**src/rtl/dmem_arbiter_pkg.sv**
```systemverilog
// Shared types and constants for the two-port DMEM arbiter.
// The default memory size is also used to size the data memory itself.
package dmem_arbiter_pkg;

  localparam int unsigned MEM_BYTES_DEFAULT = 256;

  typedef enum logic [1:0] {
    ST_IDLE   = 2'd0,
    ST_ACCESS = 2'd1,
    ST_RESP   = 2'd2
  } arb_state_t;

  // A word access touches addr..addr+3, so the last legal start is mem_bytes-4.
  // Comparing against that bound keeps addr+3 from ever wrapping.
  function automatic logic addr_is_legal(
    input logic [31:0] addr,
    input logic [31:0] mem_bytes,
    input logic        align_check
  );
    logic in_range;
    logic aligned;
    in_range = (addr <= (mem_bytes - 32'd4));
    aligned  = !align_check || (addr[1:0] == 2'b00);
    return in_range && aligned;
  endfunction

endpackage

```
**src/rtl/dmem_rr_pick.sv**
```systemverilog
// Two-requester round-robin picker: a lone requester always wins,
// a tie goes to the port named by the priority pointer.
module dmem_rr_pick (
  input  logic [1:0] i_req,
  input  logic       i_rr,
  output logic       o_grant_valid,
  output logic       o_grant_idx
);

  always_comb begin
    o_grant_valid = |i_req;
    o_grant_idx   = 1'b0;
    case (i_req)
      2'b01:   o_grant_idx = 1'b0;
      2'b10:   o_grant_idx = 1'b1;
      2'b11:   o_grant_idx = i_rr;
      default: o_grant_idx = 1'b0;
    endcase
  end

endmodule

```
**src/rtl/dmem_arbiter.sv**
```systemverilog
// Round-robin arbiter/sequencer placing one word access at a time on the
// single-ported DMEM, with all DMEM controls registered for a full cycle.
module dmem_arbiter
  import dmem_arbiter_pkg::*;
#(
  parameter int unsigned MEM_BYTES   = MEM_BYTES_DEFAULT,
  parameter bit          ALIGN_CHECK = 1'b1
) (
  input  logic        clk,
  input  logic        rst_n,
  input  logic        p0_req,
  input  logic        p0_we,
  input  logic [31:0] p0_addr,
  input  logic [31:0] p0_wdata,
  output logic        p0_done,
  output logic        p0_err,
  output logic [31:0] p0_rdata,
  input  logic        p1_req,
  input  logic        p1_we,
  input  logic [31:0] p1_addr,
  input  logic [31:0] p1_wdata,
  output logic        p1_done,
  output logic        p1_err,
  output logic [31:0] p1_rdata,
  output logic [31:0] DMEM_address,
  output logic [31:0] DMEM_data_in,
  output logic        DMEM_mem_write,
  output logic        DMEM_mem_read,
  input  logic [31:0] DMEM_data_out
);

  arb_state_t  r_state;
  arb_state_t  w_state_next;
  logic        r_owner;
  logic        w_owner_next;
  logic        r_rr;
  logic        w_rr_next;
  logic        r_lat_we;
  logic        w_lat_we_next;
  logic [1:0]  r_done;
  logic [1:0]  w_done_next;
  logic [1:0]  r_err;
  logic [1:0]  w_err_next;
  logic [31:0] r_p0_rdata;
  logic [31:0] w_p0_rdata_next;
  logic [31:0] r_p1_rdata;
  logic [31:0] w_p1_rdata_next;
  logic [31:0] r_dmem_addr;
  logic [31:0] w_dmem_addr_next;
  logic [31:0] r_dmem_wdata;
  logic [31:0] w_dmem_wdata_next;
  logic        r_mem_write;
  logic        w_mem_write_next;
  logic        r_mem_read;
  logic        w_mem_read_next;

  logic        w_grant_valid;
  logic        w_grant_idx;
  logic        w_sel_we;
  logic [31:0] w_sel_addr;
  logic [31:0] w_sel_wdata;
  logic        w_sel_legal;

  dmem_rr_pick u_pick (
    .i_req         ({p1_req, p0_req}),
    .i_rr          (r_rr),
    .o_grant_valid (w_grant_valid),
    .o_grant_idx   (w_grant_idx)
  );

  assign w_sel_we    = w_grant_idx ? p1_we    : p0_we;
  assign w_sel_addr  = w_grant_idx ? p1_addr  : p0_addr;
  assign w_sel_wdata = w_grant_idx ? p1_wdata : p0_wdata;
  assign w_sel_legal = addr_is_legal(w_sel_addr, 32'(MEM_BYTES), ALIGN_CHECK);

  always_comb begin
    w_state_next      = r_state;
    w_owner_next      = r_owner;
    w_rr_next         = r_rr;
    w_lat_we_next     = r_lat_we;
    w_done_next       = 2'b00;
    w_err_next        = 2'b00;
    w_p0_rdata_next   = r_p0_rdata;
    w_p1_rdata_next   = r_p1_rdata;
    w_dmem_addr_next  = r_dmem_addr;
    w_dmem_wdata_next = r_dmem_wdata;
    w_mem_write_next  = 1'b0;
    w_mem_read_next   = 1'b0;

    case (r_state)
      ST_IDLE: begin
        if (w_grant_valid) begin
          w_owner_next  = w_grant_idx;
          w_lat_we_next = w_sel_we;
          // Owner's rdata reads back as zero for writes and rejected accesses.
          if (w_grant_idx) begin
            w_p1_rdata_next = 32'd0;
          end else begin
            w_p0_rdata_next = 32'd0;
          end
          if (w_sel_legal) begin
            w_state_next      = ST_ACCESS;
            w_dmem_addr_next  = w_sel_addr;
            w_dmem_wdata_next = w_sel_wdata;
            w_mem_write_next  = w_sel_we;
            w_mem_read_next   = !w_sel_we;
          end else begin
            w_state_next             = ST_RESP;
            w_done_next[w_grant_idx] = 1'b1;
            w_err_next[w_grant_idx]  = 1'b1;
          end
        end
      end

      ST_ACCESS: begin
        if (!r_lat_we) begin
          if (r_owner) begin
            w_p1_rdata_next = DMEM_data_out;
          end else begin
            w_p0_rdata_next = DMEM_data_out;
          end
        end
        w_done_next[r_owner] = 1'b1;
        w_state_next         = ST_RESP;
      end

      ST_RESP: begin
        w_rr_next    = ~r_owner;
        w_state_next = ST_IDLE;
      end

      default: begin
        w_state_next = ST_IDLE;
      end
    endcase
  end

  always_ff @(posedge clk) begin
    if (!rst_n) begin
      r_state      <= ST_IDLE;
      r_owner      <= 1'b0;
      r_rr         <= 1'b0;
      r_lat_we     <= 1'b0;
      r_done       <= 2'b00;
      r_err        <= 2'b00;
      r_p0_rdata   <= 32'd0;
      r_p1_rdata   <= 32'd0;
      r_dmem_addr  <= 32'd0;
      r_dmem_wdata <= 32'd0;
      r_mem_write  <= 1'b0;
      r_mem_read   <= 1'b0;
    end else begin
      r_state      <= w_state_next;
      r_owner      <= w_owner_next;
      r_rr         <= w_rr_next;
      r_lat_we     <= w_lat_we_next;
      r_done       <= w_done_next;
      r_err        <= w_err_next;
      r_p0_rdata   <= w_p0_rdata_next;
      r_p1_rdata   <= w_p1_rdata_next;
      r_dmem_addr  <= w_dmem_addr_next;
      r_dmem_wdata <= w_dmem_wdata_next;
      r_mem_write  <= w_mem_write_next;
      r_mem_read   <= w_mem_read_next;
    end
  end

  assign p0_done        = r_done[0];
  assign p1_done        = r_done[1];
  assign p0_err         = r_err[0];
  assign p1_err         = r_err[1];
  assign p0_rdata       = r_p0_rdata;
  assign p1_rdata       = r_p1_rdata;
  assign DMEM_address   = r_dmem_addr;
  assign DMEM_data_in   = r_dmem_wdata;
  assign DMEM_mem_write = r_mem_write;
  assign DMEM_mem_read  = r_mem_read;

endmodule

```
**config.mk**
```make
export PLATFORM = sky130hd
export DESIGN_NAME = dmem_arbiter
export DESIGN_NICKNAME = d
export VERILOG_FILES = /design/src/rtl/dmem_arbiter_pkg.sv /design/src/rtl/dmem_rr_pick.sv /design/src/rtl/dmem_arbiter.sv
export SDC_FILE = /design/constraint.sdc
export NUM_CORES = 1
export LEC_CHECK = 0
export BUFFER_PORTS_ARGS = -buffer_cell sky130_fd_sc_hd__buf_4
export CORE_ASPECT_RATIO = 1.4
export CORE_MARGIN = 10
export CORE_UTILIZATION = 45
export CTS_BUF_LIST = sky130_fd_sc_hd__clkbuf_2
export CTS_CLUSTER_DIAMETER = 120
export DETAILED_ROUTE_END_ITERATION = 6
export PLACE_DENSITY_LB_ADDON = 0.25
export SKIP_LAST_GASP = 1
export SLEW_MARGIN = 25
export SYNTH_ARGS = -nofsm -noshare
export SYNTH_HDL_FRONTEND = slang
export SYNTH_HIERARCHICAL = 1
export SYNTH_SLANG_ARGS = --single-unit
```
**constraint.sdc**
```tcl
create_clock -name clk -period 5.55 [get_ports clk]
set_input_delay 1.665 -clock clk [delete_from_list [all_inputs] [get_ports clk]]
set_output_delay 1.665 -clock clk [all_outputs]
set_load 0.005 [all_outputs]
```
Word level (Yosys, flattened, before mapping)
Index checks and enable logic that the tools add are counted.
- register bits after elaboration: 139
- $lt $le $gt $ge: 5
- reductions and logical operators: 14
- bitwise operators: 1
- muxes and demuxes: 24
- equality and inequality tests: 10
- operator list (cell ; number):
    $mux 32 ; 10
    $pmux 32 s2 ; 2
    $le 32x8->1 const B ; 1
    $ne 2x2->1 const B ; 5
    $reduce_and 5->1 ; 2
    $mux 2 ; 4
    $pmux 2 s2 ; 2
    $eq 2x2->1 const B ; 3
    $logic_not 2->1 ; 2
    $lt 1x2->1 const B ; 2
    $reduce_and 2->1 ; 2
    $reduce_and 4->1 ; 1
    $logic_and 1x1->1 ; 3
    $mux 1 ; 3
    $reduce_and 3->1 ; 1
    $demux 1 s1 ; 2
    $eq 2x1->1 const B ; 1
    $ge 1x1->1 const B ; 2
    $ne 2x1->1 const B ; 1
    $pmux 1 s2 ; 1
    $reduce_bool 2->1 ; 1
    $reduce_or 2->1 ; 1
    $logic_not 1->1 ; 1
    $not 1->1 ; 1

Depth between registers and ports, before layout
- word-level depth: 9
- mapped depth: 10

Cells and area by module
The synthesis kept the hierarchy.
- by module, submodules not included (module ; area each (um^2) ; cells an instance ; sequential area each (um^2) ; instances):
    dmem_arbiter ; 5738.0 ; 626 ; 2782.7 ; 1
    dmem_rr_pick ; 17.5 ; 3 ; 0.0 ; 1

Worst setup path after synthesis
No wires, ideal clock.
- path kind: input port to flip-flop
- start: in p1_req
- end: reg r_dmem_addr[2], in the netlist DMEM_address[2]
- data required time: 5.478 ns
- stages on the path: 7
- data arrival time: 2.910 ns
- setup time: 0.072 ns
- slack: 2.569 ns
- path buffers: 2
- path through: or2_1 nor3b_2 and2_1 a22oi_2 buf_6 buf_6 mux2i_1
- word-level cells in the longest chain between the ends: 6
- elaborated cells on any way between the ends: 9
- RTL lines (what ; line ; text):
    from (decl) ; dmem_arbiter.sv:18 ; input logic p1_req,
    $eq 2x2->1 ; dmem_rr_pick.sv:13 ; case (i_req)
    $pmux 1 s2 ; dmem_rr_pick.sv:13 ;
    $mux 32 ; dmem_arbiter.sv:72 ; assign w_sel_addr = w_grant_idx ? p1_addr : p0_addr;
    $le 32x8->1 or $logic_not 2->1 (tied branches) ; dmem_arbiter_pkg.sv:22, dmem_arbiter_pkg.sv:23 ;
    $logic_and 1x1->1 ; dmem_arbiter_pkg.sv:24 ; return in_range && aligned;
    $reduce_and 3->1 (no line) ; - ;
    to (signal assigned) ; dmem_arbiter.sv:161 ; r_dmem_addr <= w_dmem_addr_next;
    to (decl) ; dmem_arbiter.sv:48 ; logic [31:0] r_dmem_addr;
Several ways; a longest one is shown, not always the timed one.
A chain may end at the register's enable or synchronous reset.

Final worst setup path
- start: in p1_req
- end: reg r_dmem_wdata[2], in the netlist DMEM_data_in[2]
- word-level cells in the longest chain between the ends: 6
- elaborated cells on any way between the ends: 10
- RTL lines (what ; line ; text):
    $eq 2x2->1 ; dmem_rr_pick.sv:13 ;
    $pmux 1 s2 * ; dmem_rr_pick.sv:13 ;
    via w_grant_idx ; dmem_arbiter.sv:58 ; logic w_grant_idx;
    $mux 32 ; dmem_arbiter.sv:72 ;
    $le 32x8->1 or $logic_not 2->1 (tied branches) ; dmem_arbiter_pkg.sv:22, dmem_arbiter_pkg.sv:23 ;
    $logic_and 1x1->1 ; dmem_arbiter_pkg.sv:24 ;
    $reduce_and 3->1 (no line) ; - ;
    to (signal assigned) ; dmem_arbiter.sv:162 ; r_dmem_wdata <= w_dmem_wdata_next;
    to (decl) ; dmem_arbiter.sv:50 ; logic [31:0] r_dmem_wdata;
The timed path passes the listed nets; every way through them passes the cells marked *.

==> summary.txt <==
Pwr
  • Worst ir drop on vdd: 0.000137 V
  • Clk network pwr share: 35.9%
  • Sequential power share: 52.8%
  • Sw Share: 24.8%
  • P_int: 1.44 mW
  • LEAKAGE: 3.93 nW
  • Power Dens Cells: 230 nW/um^2
  • Combinational Power Share: 11.3%
  • Net Switching: 0.474 mW

Worst setup path
  • Worst Path Class, Setup: input port to flip-flop
  • R2r setup slk: 3050 ps
  • Crit path max fanout: 64
  • CP arrival: 3710 ps
  • Crit end category: flip-flop
  • RR Endpoint: DMEM_data_in[2]
  • RR Startpoint: r_rr
  • R2R depth: 7
  • Req. time, crit path: 6130 ps
  • Nature of the critical path startpoint: input port

Synth
  • Yosys top cell area share: 48.3%
  • EDFF count, synth: 0
  • Flops & latches, synth: 139
  • Synth warn: 6
  • Post-synth cell types: 36
  • Sequential share of the synthesized area: 48.3%
  • Synth Cell Area: 5760 sq um
  • Net Count, Synth: 795
  • Largest area contributor in the netlist: dfxtp_1
  • Largest cells by area after synthesis: dfxtp_1, nand2_1, a21boi_0
  • Syn Area/Cell: 9.15 sq um
  • Ys async rst share: 0%
  • Synth Instances: 629
  • Main synth FF type: dfxtp_1

Worst hold path
  • Worst Hold Launch: DMEM_data_in[29]
  • Hold Path Class: flip-flop to flip-flop
  • Worst min-delay path endpoint: DMEM_data_in[29]
  • Hold depth: 2

Die
  • Top Ports: 300
  • Die W: 116 um
  • Core ar.: 12,400 sq um
  • Die height: 154 um
  • Die Area: 17,800 sq um
  • Initial Utilization: 46.3%
  • # rows: 48

Timing
  • Finish-stage setup viols: 0
  • Period minus WS final: 3140 ps
  • Slew Viols, Final: 0
  • Fmax: 319 MHz
  • Slew headroom: 43.9%
  • Final worst slack: 2410 ps
  • Fin Clk Skew: 25.2 ps
  • Setup TNS: 0 ps
  • Worst Tran Pin Value: 842 ps
  • Tcrit/Tclk final: 56.5%
  • Fin. Hold Viols: 0
  • Fin Hold WS: 476 ps
  • Unrepaired setup endpoints after global routing: false

GRT
  • Global-route wire length before repair: 30,400 um
  • Total gr overflow: 0
  • GRT Total Usage: 21.6%
  • Largest net degree at the start of global routing: 124
  • Initial antenna violation count: 3
  • Number of global-route vias before repair: 5,825

Job
  • Max-Cap Viols: 0

Clocking
  • CTS resizes: 0
  • Max Buffers Root-to-Sink: 2
  • CTS root buf: clkbuf_2
  • Total clock sinks: 139
  • Reg clk slew, reported paths: 190 ps
  • CTS tree: done
  • H-tree Lvls: 4
  • Setup Buffers After CTS: 0
  • Worst skew pair latency: 650 ps
  • Num CTS Buffers: 17
  • CTS Hold Bufs: 0

Place
  • Port Buf Inserts: 299
  • Setup slack after placement: 1730 ps
  • Dpl hpwl: 15,600 um
  • GP Congestion: 0.814
  • Placement Cell Area: 8000 sq um

Finish
  • Most frequent cells in the layout: buf_4, nand2_1, dfxtp_1
  • Nets@finish: 1,066
  • Design area: 8300 sq um
  • Commonest non-fill, non-tap cell in the layout: buf_4
  • Share of cells above drive strength 1: 42.2%
  • Area growth syn-to-layout: 44.2%

Routing
  • Initial DRC Count: 241
  • Routed vias: 5,579
  • DRT Pass-1 Iters: 4
  • Drc violations: 0
  • Vias/cell: 5.23
  • Drt total wl: 19,900 um
  • Post-route ant nets: 0
  • Routed len/inst: 18.6 um

Status
  • Status: complete, no violations
==> metrics by stage <==
step / total power, mW / util [%] / std cells
finish: 1.91 / 66.8 / 1067
global route: 1.99 / 66.7 / 1064
CTS: 1.93 / 66.7 / 1063
detailed placement: 1.25 / 64.4 / 1031
global placement: 1.24 / 64.3 / 1031
floorplan: 1.13 / - / 629
==> state kept, by name, summed over array words and instances, names as in the netlist, 2 cells and up <==
register / cells
DMEM_address: 32
DMEM_data_in: 32
p0_rdata: 32
p1_rdata: 32
r_done: 2
r_err: 2
r_state: 2
==> routing by layer <==
layer	vias up	global-route usage, %	part of all wire [%]
li1	2697	-	-
met1	2584	21.4	36
met2	268	38.5	51
met3	30	9.58	11
met4	0	7.93	2.5
met5	-	0	0
==> synth_stat cells, drive strengths merged (3+ instances only) <==
master / count
a21boi: 66
nor2b: 6
dfxtp: 139
nand3: 66
buf: 23
mux2i: 39
nor2: 10
mux2: 38
clkbuf: 30
nand2: 147
and3: 26
nor4: 12
nor3b: 3
==> cells by family after synthesis <==
family / Yosys count / synth area share, %
DFF: 139 / 48.3
AOI/OAI and AO/OA: 77 / 10.1
muxes: 77 / 14.2
buffers and inverters: 54 / 4.57
and+or+nand+nor: 282 / 22.8
==> worst max-delay path, cell delays in order <==
cell	delay, ps
buf_4	90
a21boi_4	180
buf_4	520
nor2b_1	120
a22oi_2	140
buf_4	680
mux2i_1	270
==> worst max-delay path by stage <==
stage	start	to	slack (ps)	cells after the start
floorplan	p1_req	DMEM_address[2]	2570	7
CTS	p1_req	DMEM_address[5]	2480	7
detailed placement	p0_req	DMEM_data_in[15]	1730	7
finish	p1_req	DMEM_data_in[2]	2410	7
global placement	p0_req	p1_rdata[11]	1750	8
global route	p0_req	DMEM_address[5]	2350	7
==> cell type report <==
class / count / area [sq um]
Fill cell: 1016 / 4130
Timing Repair Buffer: 305 / 2290
Multi-Input combinational cell: 436 / 2740
Inverter: 1 / 3.75
Antenna cell: 4 / 10.0
Tap cell: 150 / 188
Sequential cell: 139 / 2780
Clock buffer: 20 / 100
Clock inverter: 12 / 188
==> power groups by stage <==
stage	sequential, mW	combinational [mW]	clock [mW]
floorplan	1.03	0.101	0
global placement	1.03	0.212	0
detailed placement	1.03	0.218	0
CTS	1.01	0.219	0.704
global route	1.01	0.237	0.748
finish	1.01	0.217	0.686
Power figures use the tool's default switching activity.
